--- src/rtl/clk_gen_div_ctrl.sv ---
// Glitch-free programmable clock divider: clk_o = clk_i / (2*(div_o+1)), 50% duty,
// with a divide value reloaded by valid/ready handshake and applied only at a period boundary.
module clk_gen_div_ctrl #(
  parameter int WIDTH_P       = 8,
  parameter int DEFAULT_DIV_P = 1,
  parameter int CNT_WIDTH_P   = 16
) (
  input  logic                   clk_i,
  input  logic                   reset_n_i,
  input  logic                   en_i,
  input  logic                   div_v_i,
  input  logic [WIDTH_P-1:0]     div_i,
  output logic                   div_ready_o,
  output logic [WIDTH_P-1:0]     div_o,
  output logic                   clk_o,
  output logic                   tick_o,
  output logic                   running_o,
  output logic [CNT_WIDTH_P-1:0] period_cnt_o
);

  typedef enum logic {
    ST_STOPPED = 1'b0,
    ST_RUN     = 1'b1
  } state_e;

  localparam logic [WIDTH_P-1:0] DEFAULT_DIV_L = WIDTH_P'(DEFAULT_DIV_P);

  state_e                 state_q, state_d;
  logic [WIDTH_P-1:0]     cnt_q, cnt_d;
  logic                   clk_q, clk_d;
  logic                   tick_q, tick_d;
  logic [WIDTH_P-1:0]     div_q, div_d;
  logic                   pend_q, pend_d;
  logic [WIDTH_P-1:0]     n_pend_q, n_pend_d;
  logic [CNT_WIDTH_P-1:0] period_cnt_q, period_cnt_d;

  logic at_boundary;
  logic accept;

  // Boundary: last cycle of the low phase; the only point where ratio or run state may change.
  assign at_boundary = (state_q == ST_RUN) && !clk_q && (cnt_q == div_q);
  assign accept      = div_v_i && !pend_q;

  // State register
  // NOTE: sequential state uses non-blocking assignments so every flop samples pre-edge values.
  always_ff @(posedge clk_i or negedge reset_n_i) begin
    if (!reset_n_i) begin
      state_q <= ST_STOPPED;
    end else begin
      state_q <= state_d;
    end
  end

  // Next-state logic
  always_comb begin
    state_d = state_q;
    case (state_q)
      ST_STOPPED: if (en_i) state_d = ST_RUN;
      ST_RUN:     if (at_boundary && !en_i) state_d = ST_STOPPED;
      default:    state_d = ST_STOPPED;
    endcase
  end

  // Datapath registers
  always_ff @(posedge clk_i or negedge reset_n_i) begin
    if (!reset_n_i) begin
      cnt_q        <= '0;
      clk_q        <= 1'b0;
      tick_q       <= 1'b0;
      div_q        <= DEFAULT_DIV_L;
      pend_q       <= 1'b0;
      n_pend_q     <= '0;
      period_cnt_q <= '0;
    end else begin
      cnt_q        <= cnt_d;
      clk_q        <= clk_d;
      tick_q       <= tick_d;
      div_q        <= div_d;
      pend_q       <= pend_d;
      n_pend_q     <= n_pend_d;
      period_cnt_q <= period_cnt_d;
    end
  end

  // Datapath next-value logic
  always_comb begin
    // NOTE: every combinational target gets a default first so no path infers a latch.
    cnt_d        = cnt_q;
    clk_d        = clk_q;
    tick_d       = 1'b0;
    div_d        = div_q;
    pend_d       = pend_q;
    n_pend_d     = n_pend_q;
    period_cnt_d = period_cnt_q;

    case (state_q)
      ST_STOPPED: begin
        cnt_d = '0;
        clk_d = 1'b0;
        if (pend_q) begin
          div_d  = n_pend_q;
          pend_d = 1'b0;
        end
        if (en_i) begin
          clk_d  = 1'b1;
          tick_d = 1'b1;
        end
      end
      ST_RUN: begin
        if (at_boundary) begin
          period_cnt_d = period_cnt_q + CNT_WIDTH_P'(1);
          cnt_d        = '0;
          if (pend_q) begin
            div_d  = n_pend_q;
            pend_d = 1'b0;
          end
          clk_d  = en_i;
          tick_d = en_i;
        end else if (cnt_q == div_q) begin
          cnt_d = '0;
          clk_d = ~clk_q;
        end else begin
          cnt_d = cnt_q + WIDTH_P'(1);
        end
      end
      default: ;
    endcase

    // Accept only when nothing is pending, so this never collides with the apply above.
    if (accept) begin
      n_pend_d = div_i;
      pend_d   = 1'b1;
    end
  end

  // Output logic
  always_comb begin
    running_o    = (state_q == ST_RUN);
    clk_o        = clk_q;
    tick_o       = tick_q;
    div_o        = div_q;
    div_ready_o  = ~pend_q;
    period_cnt_o = period_cnt_q;
  end

endmodule

--- config.mk ---
export PLATFORM = sky130hd
export DESIGN_NAME = clk_gen_div_ctrl
export DESIGN_NICKNAME = d
export VERILOG_FILES = /design/src/rtl/clk_gen_div_ctrl.sv
export SDC_FILE = /design/constraint.sdc
export NUM_CORES = 1
export LEC_CHECK = 0
export ABC_CLOCK_PERIOD_IN_PS = 3000
export CORE_AREA = 2 2 71 73
export CTS_CLUSTER_SIZE = 28
export DETAILED_ROUTE_END_ITERATION = 7
export DIE_AREA = 0 0 73 75
export GPL_TIMING_DRIVEN = 0
export PLACE_DENSITY = 0.76
export SLEW_MARGIN = 10
export SYNTH_ARGS = -nofsm -noshare
export SYNTH_HDL_FRONTEND = slang
export SYNTH_SLANG_ARGS = --single-unit
--- constraint.sdc ---
create_clock -name clk_i -period 3 [get_ports clk_i]
set_input_delay 0.75 -clock clk_i [delete_from_list [all_inputs] [get_ports clk_i]]
set_output_delay 0.75 -clock clk_i [all_outputs]
set_load 0.005 [all_outputs]
### Word-level counts from Yosys, hierarchy flattened

Index checks and enable logic that the tools add are counted.

* input port bits: 12
* output and inout port bits: 28
* register bits after elaboration: 44

* add/sub/neg operators: 2
* bitwise logic cells: 3
* mux-type cells: 17
* equal/unequal tests: 4
* reductions and logical operators: 8

Operator list (number)
* 2-to-1 mux 8 bit: 4
* case mux 8 bit (2 select lines): 2
* adder 16 x 1 -> 16 bit (second input constant): 1
* adder 8 x 1 -> 8 bit (second input constant): 1
* equality test 8 bit: 1
* case mux 1 bit (2 select lines): 4
* 2-to-1 mux 1 bit: 7
* != test 3 x 1 -> 1 bit (second input constant): 2
* logical AND 1 bit: 4
* logical NOT 1 bit: 3
* inverter 1 bit: 3
* != test 2 x 1 -> 1 bit (second input constant): 1
* AND reduction 2 bit: 1

### Longest topological paths before layout

Gate-level depths: netlist (run 1).

* depth after elaboration: 6
* mapped depth: 5

### Worst setup path after synthesis (run 1)

OpenSTA, ideal clock, no wires.

* kind: register to register
* from: register div_q[0] (netlist: div_o[0])
* to: register period_cnt_q[1] (netlist: period_cnt_o[1])
* setup time: 127 ps
* data required time: 2873 ps
* arrival time: 1587 ps
* clock period less this slack: 1715 ps
* slack: 1285 ps
* stages on the path, launching flop included: 5
* buffers on the path: 0
* path through: dfstp_2 > xnor2_1 > nand2_2 > or3_1 > mux2_1

* cells in the longest elaborated chain, start to end: 3

RTL lines
* start, declared: RTL line 32 `logic [WIDTH_P-1:0] div_q, div_d;`
* start signal, assigned: RTL line 78 `div_q <= div_d;`
* equality test 8 bit: RTL line 41 `assign at_boundary = (state_q == ST_RUN) && !clk_q && (cnt_q == div_q);`
* logical AND 1 bit: RTL line 41
* AND reduction 2 bit (no source line)
* end signal, assigned: RTL line 81 `period_cnt_q <= period_cnt_d;`
* end, declared: RTL line 35 `logic [CNT_WIDTH_P-1:0] period_cnt_q, period_cnt_d;`

No other way between the ends.
A chain may end at the register's enable or synchronous reset.

### Final worst setup path (run 1)

* from: register pend_q
* to: output div_ready_o

* cells in the longest elaborated chain, start to end: 1

RTL lines
* start, declared: RTL line 33 `logic pend_q, pend_d;`
* start signal, assigned: RTL line 79 `pend_q <= pend_d;`
* inverter 1 bit: RTL line 142 `div_ready_o = ~pend_q;`
* end, declared: RTL line 13 `output logic div_ready_o,`

No other way between the ends.

==> results of run 1 <==
[cell usage in the layout (no fill, tap or decap), drive strengths merged, types with 5 or more instances in the layout]
cell           count
a221oi             8
and3              11
and4               5
buf                7
clkbuf            14
clkdlybuf4s50     38
dfrtp             43
mux2               9
nand3             14
nand4             20
nor2              10
nor4              14
o211ai             8
xnor2             12
xor2              17
[synthesized netlist by cell type, types with 5 or more instances]
cell       n
a221oi_1   8
and3_1    11
and4_1     5
clkbuf_1   8
dfrtp_1   43
mux2_2     8
nand3_1   14
nand4_1   18
nor2_1    10
nor4_2    11
o211ai_1   8
xnor2_1    9
xor2_1    17
[sequential cells by signal, indices dropped and copies added, names as in the netlist]
name          cells
pend_q            1
div_o             8
clk_o             1
n_pend_q          8
period_cnt_o     16
running_o         1
cnt_q             8
tick_o            1
[logic make-up after synthesis]
kind of cell               share of synthesized area, %
adders and majority gates                          1.07
DFF                                                47.2
buffers and inverters                              2.89
muxes                                              4.34
AOI/OAI and AO/OA                                  7.18
and+or+nand+nor                                    25.5
xor gates and xnor gates                           11.8
[worst reg2reg max path, cell delays in order (launching register included)]
cell       delay (ns)
dfrtp_1          0.48
xnor2_2          0.28
nand4_1          0.45
o21ai_2          0.51
o2bb2ai_1        0.13
[routing by layer]
metal,wire length (um),track usage (%),part of all wire (%)
met5,0,0,0
met4,76,8.23,1.5
met3,262,2.81,5.2
met2,2440,29.5,48
met1,2270,28.3,45
[final cells by class]
| type | instances | area [um^2] | area share (%) |
|---|---|---|---|
| well taps | 54 | 67.6 | 2.33 |
| inverters | 4 | 15.0 | 0.518 |
| flip-flops and latches | 44 | 1100 | 38.0 |
| clock inverters | 2 | 10.0 | 0.345 |
| multi-input cells | 147 | 1160 | 40.2 |
| repair buffers | 40 | 405 | 14.0 |
| plain buffers | 13 | 52.6 | 1.81 |
| clock buffers | 6 | 82.6 | 2.85 |
[stage by stage]
step                util (%)  cell area (um^2)
finish                  62.2              2900
floorplan                  -              2330
global route            62.2              2900
CTS                     62.2              2900
global placement        59.9              2790
detailed placement      60.2              2810
[worst paths after layout]
| path | startpoint | to | slack, ns | cells past startpoint |
|---|---|---|---|---|
| max in group asynchronous | reset_n_i | cnt_q[5] | 2.11 | 2 |
| max | pend_q | div_ready_o | 0.47 | 3 |
| min | reset_n_i | n_pend_q[4] | 0.39 | 1 |
| max reg2reg | div_o[1] | clk_o | 1.03 | 4 |
| min in group clk_i | period_cnt_o[15] | period_cnt_o[15] | 0.49 | 1 |
| min reg2reg | period_cnt_o[15] | period_cnt_o[15] | 0.49 | 1 |
[power by group through the flow]
| stage | clock, W | sequential (W) | combinational [W] |
|---|---|---|---|
| after floorplan | 0 | 0.000797 | 0.000328 |
| after global placement | 0 | 0.000824 | 0.000409 |
| after detailed placement | 0 | 0.000831 | 0.000424 |
| after CTS | 0.000397 | 0.000819 | 0.000426 |
| after global routing | 0.000415 | 0.000834 | 0.000470 |
| final | 0.000384 | 0.000818 | 0.000424 |
==> flow_metrics.tcl, run 1 <==
set metrics [dict create \
    core_area_um2 4660 \
    place_hpwl_um 3680 \
    rsz0062_at_grt "false" \
    p_comb_share_pct 26.1 \
    cp-start-kind "register" \
    cts_tree "built" \
    seq_area_frac_synth_pct 47.2 \
    ant_nets 0 \
    die_h_um 75 \
    power.total_w 0.00163 \
    syn_inst 208 \
    worstPathArrival_ns 1.78 \
    critPathMaxFanout 10 \
    viasPerCell 6.00 \
    critical_path.cell_chain "inv_1, clkbuf_1, clkdlybuf4s50_1" \
    worst_slew_pin_slew_ns 0.591 \
    finalWirelength_um 5040 \
    crit_family "buffers and inverters" \
    post_cts_buffers 0 \
    fp.dieW_um 73 \
    track_usage_pct 19.5 \
    finClkSkew_ns 0.0118 \
    setup_viol 0 \
    pre_cts_slack_ns 0.743 \
    finish.net_count 269 \
    numCtsBuffers 5 \
    fmax_ghz 0.395 \
    root_buffer "clkbuf_8" \
    drc 0 \
    start_util_pct 50.1 \
    htree_levels 2 \
    antenna_found_initial 0 \
    place_inst 302 \
    dr.pass1.iters 5 \
    io_pins 40 \
    ys.flop_type "dfrtp_1" \
    drv_slew 0 \
    clockBufferDepth 2 \
    num-fill-cells 403 \
    period_minus_slack_ns 2.53 \
    grt_first_pass_wirelength_um 8210 \
    timing.hold.ws_ns 0.392 \
    vias 1861 \
    finalCritPeriodShare_pct 84.3 \
    power.leakage_nw 1.19 \
    status "finished, final reports clean" \
    worst-path-buf-inv 3 \
    slowest_delay_ns 0.60 \
    synth_edf_count 0 \
    synth.area.top_cells "dfrtp_1 46%, xor2_1 6.4%, nor4_2 5.9%" \
    synth_area_um2 2330 \
    powerDensity_nw_per_um2 561 \
    final_hold_viol_count 0 \
    critPathSlowestCell "clkdlybuf4s50_1" \
    overflow 0 \
    crit_path_end_kind "output pin" \
    pwr-share-seq_pct 50.3 \
    clk-insertion-delay-late_ns 0.30 \
    std_cell_rows 25 \
    power_frac_clock_pct 23.6 \
    synth_top_cell_area_share_pct 46.1 \
    cp.required_ns 2.25 \
    n_antenna_cell 0 \
    grt_max_degree 27 \
    clkTransAtPathRegs_ns 0.09 \
    wire_per_inst_um 16.3 \
    yosys.area.top_type "dfrtp_1" \
    net-switching-power_w 0.000536 \
    cts_sinks 44 \
    synth_fp_nets 222 \
    grt_pass1_vias 1704 \
    max_slew_margin_pct 60.5 \
    port_buffers 39 \
    stdcell_count 310 \
    holdCritPathClass "in -> async" \
    sw_frac_of_total_pct 33.0 \
    gp_congestion 0.842 \
    fin_ws_ns 0.470 \
    dieArea_um2 5480 \
    drv_cap 0 \
    p_int_w 0.00109 \
    avgSynthCellArea_um2 11.2 \
    synth_warnings 0 \
    drtIter0Drc 145 \
    cts_resized 0 \
    ctsHoldBuffers 0 \
    tns_ns 0 \
    synth_seq_cells 44 \
    peakVddDrop_mv 0.294 \
    yosysUniqueCellTypes 34 \
    async_reset_ff_share_pct 100 \
    drive_above_1_share_pct 16.0 \
    critPathKind "reg -> out" \
    syn_to_final_growth_pct 24.2 \
]
Note: power is estimated with default switching activity, not from simulation.
==> run 2: changes to the inputs <==
--- a/config.mk
+++ b/config.mk
@@ -5,13 +5,13 @@
 export SDC_FILE = /design/constraint.sdc
 export NUM_CORES = 1
 export LEC_CHECK = 0
-export ABC_CLOCK_PERIOD_IN_PS = 3000
-export CORE_AREA = 2 2 71 73
+export ABC_CLOCK_PERIOD_IN_PS = 2300
+export CORE_AREA = 2 2 73 75
 export CTS_CLUSTER_SIZE = 28
 export DETAILED_ROUTE_END_ITERATION = 7
-export DIE_AREA = 0 0 73 75
+export DIE_AREA = 0 0 75 77
 export GPL_TIMING_DRIVEN = 0
-export PLACE_DENSITY = 0.76
+export PLACE_DENSITY = 0.75
 export SLEW_MARGIN = 10
 export SYNTH_ARGS = -nofsm -noshare
 export SYNTH_HDL_FRONTEND = slang
==> constraint.sdc (replaced) <==
create_clock -name clk_i -period 2.3 [get_ports clk_i]
set_input_delay 0.575 -clock clk_i [delete_from_list [all_inputs] [get_ports clk_i]]
set_output_delay 0.575 -clock clk_i [all_outputs]
set_load 0.005 [all_outputs]
==> flow_metrics.tcl, run 2 (synthesis results as in run 1) <==
set metrics [dict create \
    fp.dieW_um 75 \
    grt.met1_usage_pct 24.9 \
    powerDensity_nw_per_um2 721 \
    r2r_end "clk_o" \
    ctsHoldBuffers 0 \
    cts_tree "built" \
    clockBufferDepth 2 \
    finClkSkew_ns 0.00344 \
    start_util_pct 46.9 \
    gr-usage-met2_pct 29.1 \
    drc 0 \
    fin_util_pct 58.5 \
    grt_busiest_layer "met2" \
    final_cell_mix "43 x dfrtp_1, 38 x clkdlybuf4s50_1, 18 x nand4_1, 17 x xor2_1, 14 x nand3_1" \
    cts_resized 0 \
    numCtsBuffers 5 \
    std_cell_rows 26 \
    io_pins 40 \
    finalCritPeriodShare_pct 91.5 \
    worstPathArrival_ns 1.53 \
    ant_nets 0 \
    max_slew_margin_pct 60.4 \
    grt_max_degree 37 \
    grt_first_pass_wirelength_um 8410 \
    power.total_w 0.00210 \
    viasPerCell 5.57 \
    crit_path_end_kind "output pin" \
    holdCritPathClass "in -> async" \
    place_area_um2 2830 \
    rsz0062_at_grt "false" \
    status "finished, final reports clean" \
    cts_sinks 44 \
    finalWirelength_um 4810 \
    post_cts_buffers 0 \
    endpoint "div_ready_o" \
    tns_ns 0 \
    dieArea_um2 5780 \
    r2r_slack_ns 0.39 \
    stdcell_count 325 \
    crit_start "pend_q" \
    finish.net_count 268 \
    place_inst 318 \
    die_h_um 77 \
    largest_reg_flops 16 \
    period_minus_slack_ns 2.11 \
    num-fill-cells 435 \
    antenna_found_initial 0 \
    use_met3_pct 4.34 \
    clk-insertion-delay-late_ns 0.29 \
    grt_pass1_vias 1798 \
    vias 1811 \
    drv_slew 0 \
    drv_cap 0 \
    htree_levels 2 \
    fmax_ghz 0.475 \
    final_common_cell "dfrtp_1" \
    n_antenna_cell 0 \
    port_buffers 39 \
    r2r_cells 4 \
    core_area_um2 4980 \
    wire_per_inst_um 14.8 \
    cp-start-kind "register" \
    worst_slew_pin_slew_ns 0.591 \
    critPathMaxFanout 12 \
    place_hpwl_um 3500 \
    syn_to_final_growth_pct 24.8 \
    fin_area_um2 2910 \
    drive_above_1_share_pct 15.3 \
    drtIter0Drc 63 \
    clkTransAtPathRegs_ns 0.07 \
    setup_viol 0 \
    overflow 0 \
    power.leakage_nw 1.18 \
    gp_congestion 0.828 \
    dr.pass1.iters 6 \
    track_usage_pct 18.6 \
    rr_startpoint "div_o[2]" \
    peakVddDrop_mv 0.471 \
    critPathKind "reg -> out" \
    cp.required_ns 1.73 \
    root_buffer "clkbuf_8" \
    final_hold_viol_count 0 \
]
run 2: through the flow:
| step | setup WS [ns] | hold WS [ns] |
|---|---|---|
| after floorplan | 0.585 | 0.279 |
| after global placement | -0.534 | 0.460 |
| after detailed placement | 0.237 | 0.445 |
| after CTS | 0.00549 | 0.124 |
| after global routing | 0.108 | 0.134 |
| final | 0.194 | 0.125 |
run 2: worst min path at each step:
stage / start / to / slack, ns / cells after the start
6_report: reset_n_i / period_cnt_o[7] / 0.13 / 1
3_3_place_gp: period_cnt_o[15] / period_cnt_o[15] / 0.46 / 1
2_1_floorplan: reset_n_i / clk_o / 0.28 / 0
3_5_place_dp: reset_n_i / period_cnt_o[7] / 0.45 / 1
4_1_cts: reset_n_i / period_cnt_o[7] / 0.12 / 1
5_1_grt: reset_n_i / period_cnt_o[5] / 0.13 / 1
run 2: power breakdown:
group	total [W]	internal [W]	switching, W
clock network	0.000490	0.000245	0.000245
registers	0.00106	0.000914	0.000150
logic	0.000547	0.000267	0.000280
total	0.00210	0.00143	0.000675
run 2: cell type report:
class,instances,area [um^2],area share (%)
Buffer,12,48.8,1.67
Clock buffer,8,90.1,3.09
Inverter,4,15.0,0.515
Multi-Input combinational cell,147,1160,40.0
Sequential cell,44,1100,37.8
Tap cell,70,87.6,3.01
Timing Repair Buffer,40,405,13.9
run 2: routing by layer:
layer  wire, um  part of all wire (%)
met2       2300                    48
met4         68                   1.4
met1       2250                    47
met3        189                   3.9
met5          0                     0
run 2: critical path, stage by stage (launching register included):
cell	delay, ns
dfrtp_1	0.38
inv_1	0.28
clkdlybuf4s50_1	0.58
==> run 3: changes to the inputs <==
--- a/config.mk
+++ b/config.mk
@@ -6,13 +6,13 @@
 export NUM_CORES = 1
 export LEC_CHECK = 0
 export ABC_CLOCK_PERIOD_IN_PS = 2300
-export CORE_AREA = 2 2 73 75
+export CORE_AREA = 2 2 76 78
 export CTS_CLUSTER_SIZE = 28
 export DETAILED_ROUTE_END_ITERATION = 7
-export DIE_AREA = 0 0 75 77
+export DIE_AREA = 0 0 78 80
 export GPL_TIMING_DRIVEN = 0
-export PLACE_DENSITY = 0.75
-export SLEW_MARGIN = 10
+export PLACE_DENSITY = 0.7
+export SLEW_MARGIN = 40
 export SYNTH_ARGS = -nofsm -noshare
 export SYNTH_HDL_FRONTEND = slang
 export SYNTH_SLANG_ARGS = --single-unit
==> flow_metrics.tcl, run 3 (synthesis results as in run 1) <==
set metrics [dict create \
    status "finished, final reports clean" \
    cts_sinks 44 \
    start_util_pct 43.2 \
    fmax_ghz 0.471 \
    final_cell_mix "43 x dfrtp_1, 38 x clkdlybuf4s50_1, 18 x nand4_1, 17 x xor2_1, 14 x nand3_1" \
    holdCritPathClass "in -> async" \
    dieArea_um2 6240 \
    clockBufferDepth 2 \
    fin_area_um2 2920 \
    numCtsBuffers 5 \
    place_area_um2 2830 \
    finalCritPeriodShare_pct 92.3 \
    root_buffer "clkbuf_8" \
    crit_path_end_kind "output pin" \
    sw_frac_of_total_pct 32.3 \
    viasPerCell 5.63 \
    clk-insertion-delay-late_ns 0.29 \
    regArea_um2 1100 \
    drv_slew 0 \
    cp.required_ns 1.73 \
    grt_max_degree 29 \
    num-fill-cells 508 \
    max_slew_margin_pct 60.7 \
    track_usage_pct 16.8 \
    r2r_cells 4 \
    drtIter0Drc 98 \
    p_comb_share_pct 26.0 \
    crit_start "pend_q" \
    worst_slew_pin_slew_ns 0.588 \
    fp.dieW_um 78 \
    dr.pass1.iters 4 \
    wire_per_inst_um 15.3 \
    finalWirelength_um 4990 \
    multiInputGateArea_um2 1160 \
    p_int_w 0.00143 \
    finClkSkew_ns 0.00792 \
    pwr-share-seq_pct 50.6 \
    rsz0062_at_grt "false" \
    drc 0 \
    syn_to_final_growth_pct 25.0 \
    ant_nets 0 \
    powerDensity_nw_per_um2 721 \
    htree_levels 2 \
    period_minus_slack_ns 2.12 \
    r2r_end "clk_o" \
    stdcell_count 327 \
    vias 1840 \
    n_antenna_cell 0 \
    rr_startpoint "div_o[3]" \
    die_h_um 80 \
    clkTransAtPathRegs_ns 0.08 \
    tns_ns 0 \
    std_cell_rows 27 \
    power_frac_clock_pct 23.3 \
    grt_pass1_vias 1785 \
    setup_viol 0 \
    drv_cap 0 \
    fin_util_pct 54.0 \
    cts_tree "built" \
    overflow 0 \
    place_hpwl_um 3630 \
    antenna_found_initial 0 \
    core_area_um2 5410 \
    gp_congestion 0.796 \
    final_hold_viol_count 0 \
    critPathKind "reg -> out" \
    post_cts_buffers 0 \
    r2r_slack_ns 0.32 \
    drive_above_1_share_pct 15.3 \
    largest_reg_flops 16 \
    critPathMaxFanout 12 \
    final_common_cell "dfrtp_1" \
    place_inst 320 \
    worstPathArrival_ns 1.55 \
    finish.net_count 268 \
    cp-start-kind "register" \
    io_pins 40 \
    grt_first_pass_wirelength_um 8420 \
    peakVddDrop_mv 0.412 \
    power.total_w 0.00210 \
    net-switching-power_w 0.000679 \
    port_buffers 39 \
    power.leakage_nw 1.18 \
]
## run 3: cell count changes in the layout (fill, tap and decap cells not counted)
cell   before  now
buf_2       4    3
buf_4       0    1
## run 3: per-layer routing
| layer | track usage (%) | wire [um] | up-vias |
|---|---|---|---|
| met2 | 28.4 | 2480 | 67 |
| li1 | - | - | 873 |
| met4 | 5.79 | 44 | 0 |
| met1 | 21.5 | 2180 | 894 |
| met3 | 3.62 | 288 | 6 |
| met5 | 0 | 0 | - |
## run 3: how the worst max path moves through the flow
stage                            to  cells after the start
finish                  div_ready_o                      2
detailed placement      n_pend_q[5]                      4
CTS                     div_ready_o                      2
global route            div_ready_o                      2
global placement        n_pend_q[1]                      1
floorplan           period_cnt_o[1]                      4
## run 3: worst max-delay path: stages (launching register included)
cell and delay [ns]:
dfrtp_1 0.39, inv_1 0.29, clkdlybuf4s50_1 0.59
## run 3: area by class of cell
class	count	area share (%)
Tap cell	72	3.09
Multi-Input combinational cell	147	39.9
Clock buffer	8	3.09
Buffer	12	1.67
Sequential cell	44	37.8
Inverter	4	0.514
Timing Repair Buffer	40	14.0
## run 3: what timing repair did
item	CTS	global route
hold buffers	0	0
resized for setup	0	0
setup endpoints to repair	1	0
## run 3: power groups by stage
stage	Combinational (W)	Clock (W)	Sequential, W
finish	0.000547	0.000491	0.00107
global route	0.000609	0.000538	0.00108
CTS	0.000550	0.000509	0.00107
detailed placement	0.000548	0	0.00108
global placement	0.000531	0	0.00108
floorplan	0.000428	0	0.00104
## run 3: per-stage QoR
step           hold slack, ns  setup WS [ns]
4_1_cts                 0.141          0.176
5_1_grt                 0.149          0.118
2_1_floorplan           0.279          0.585
3_5_place_dp            0.462          0.218
3_3_place_gp            0.457         -0.538
6_report                0.141          0.177
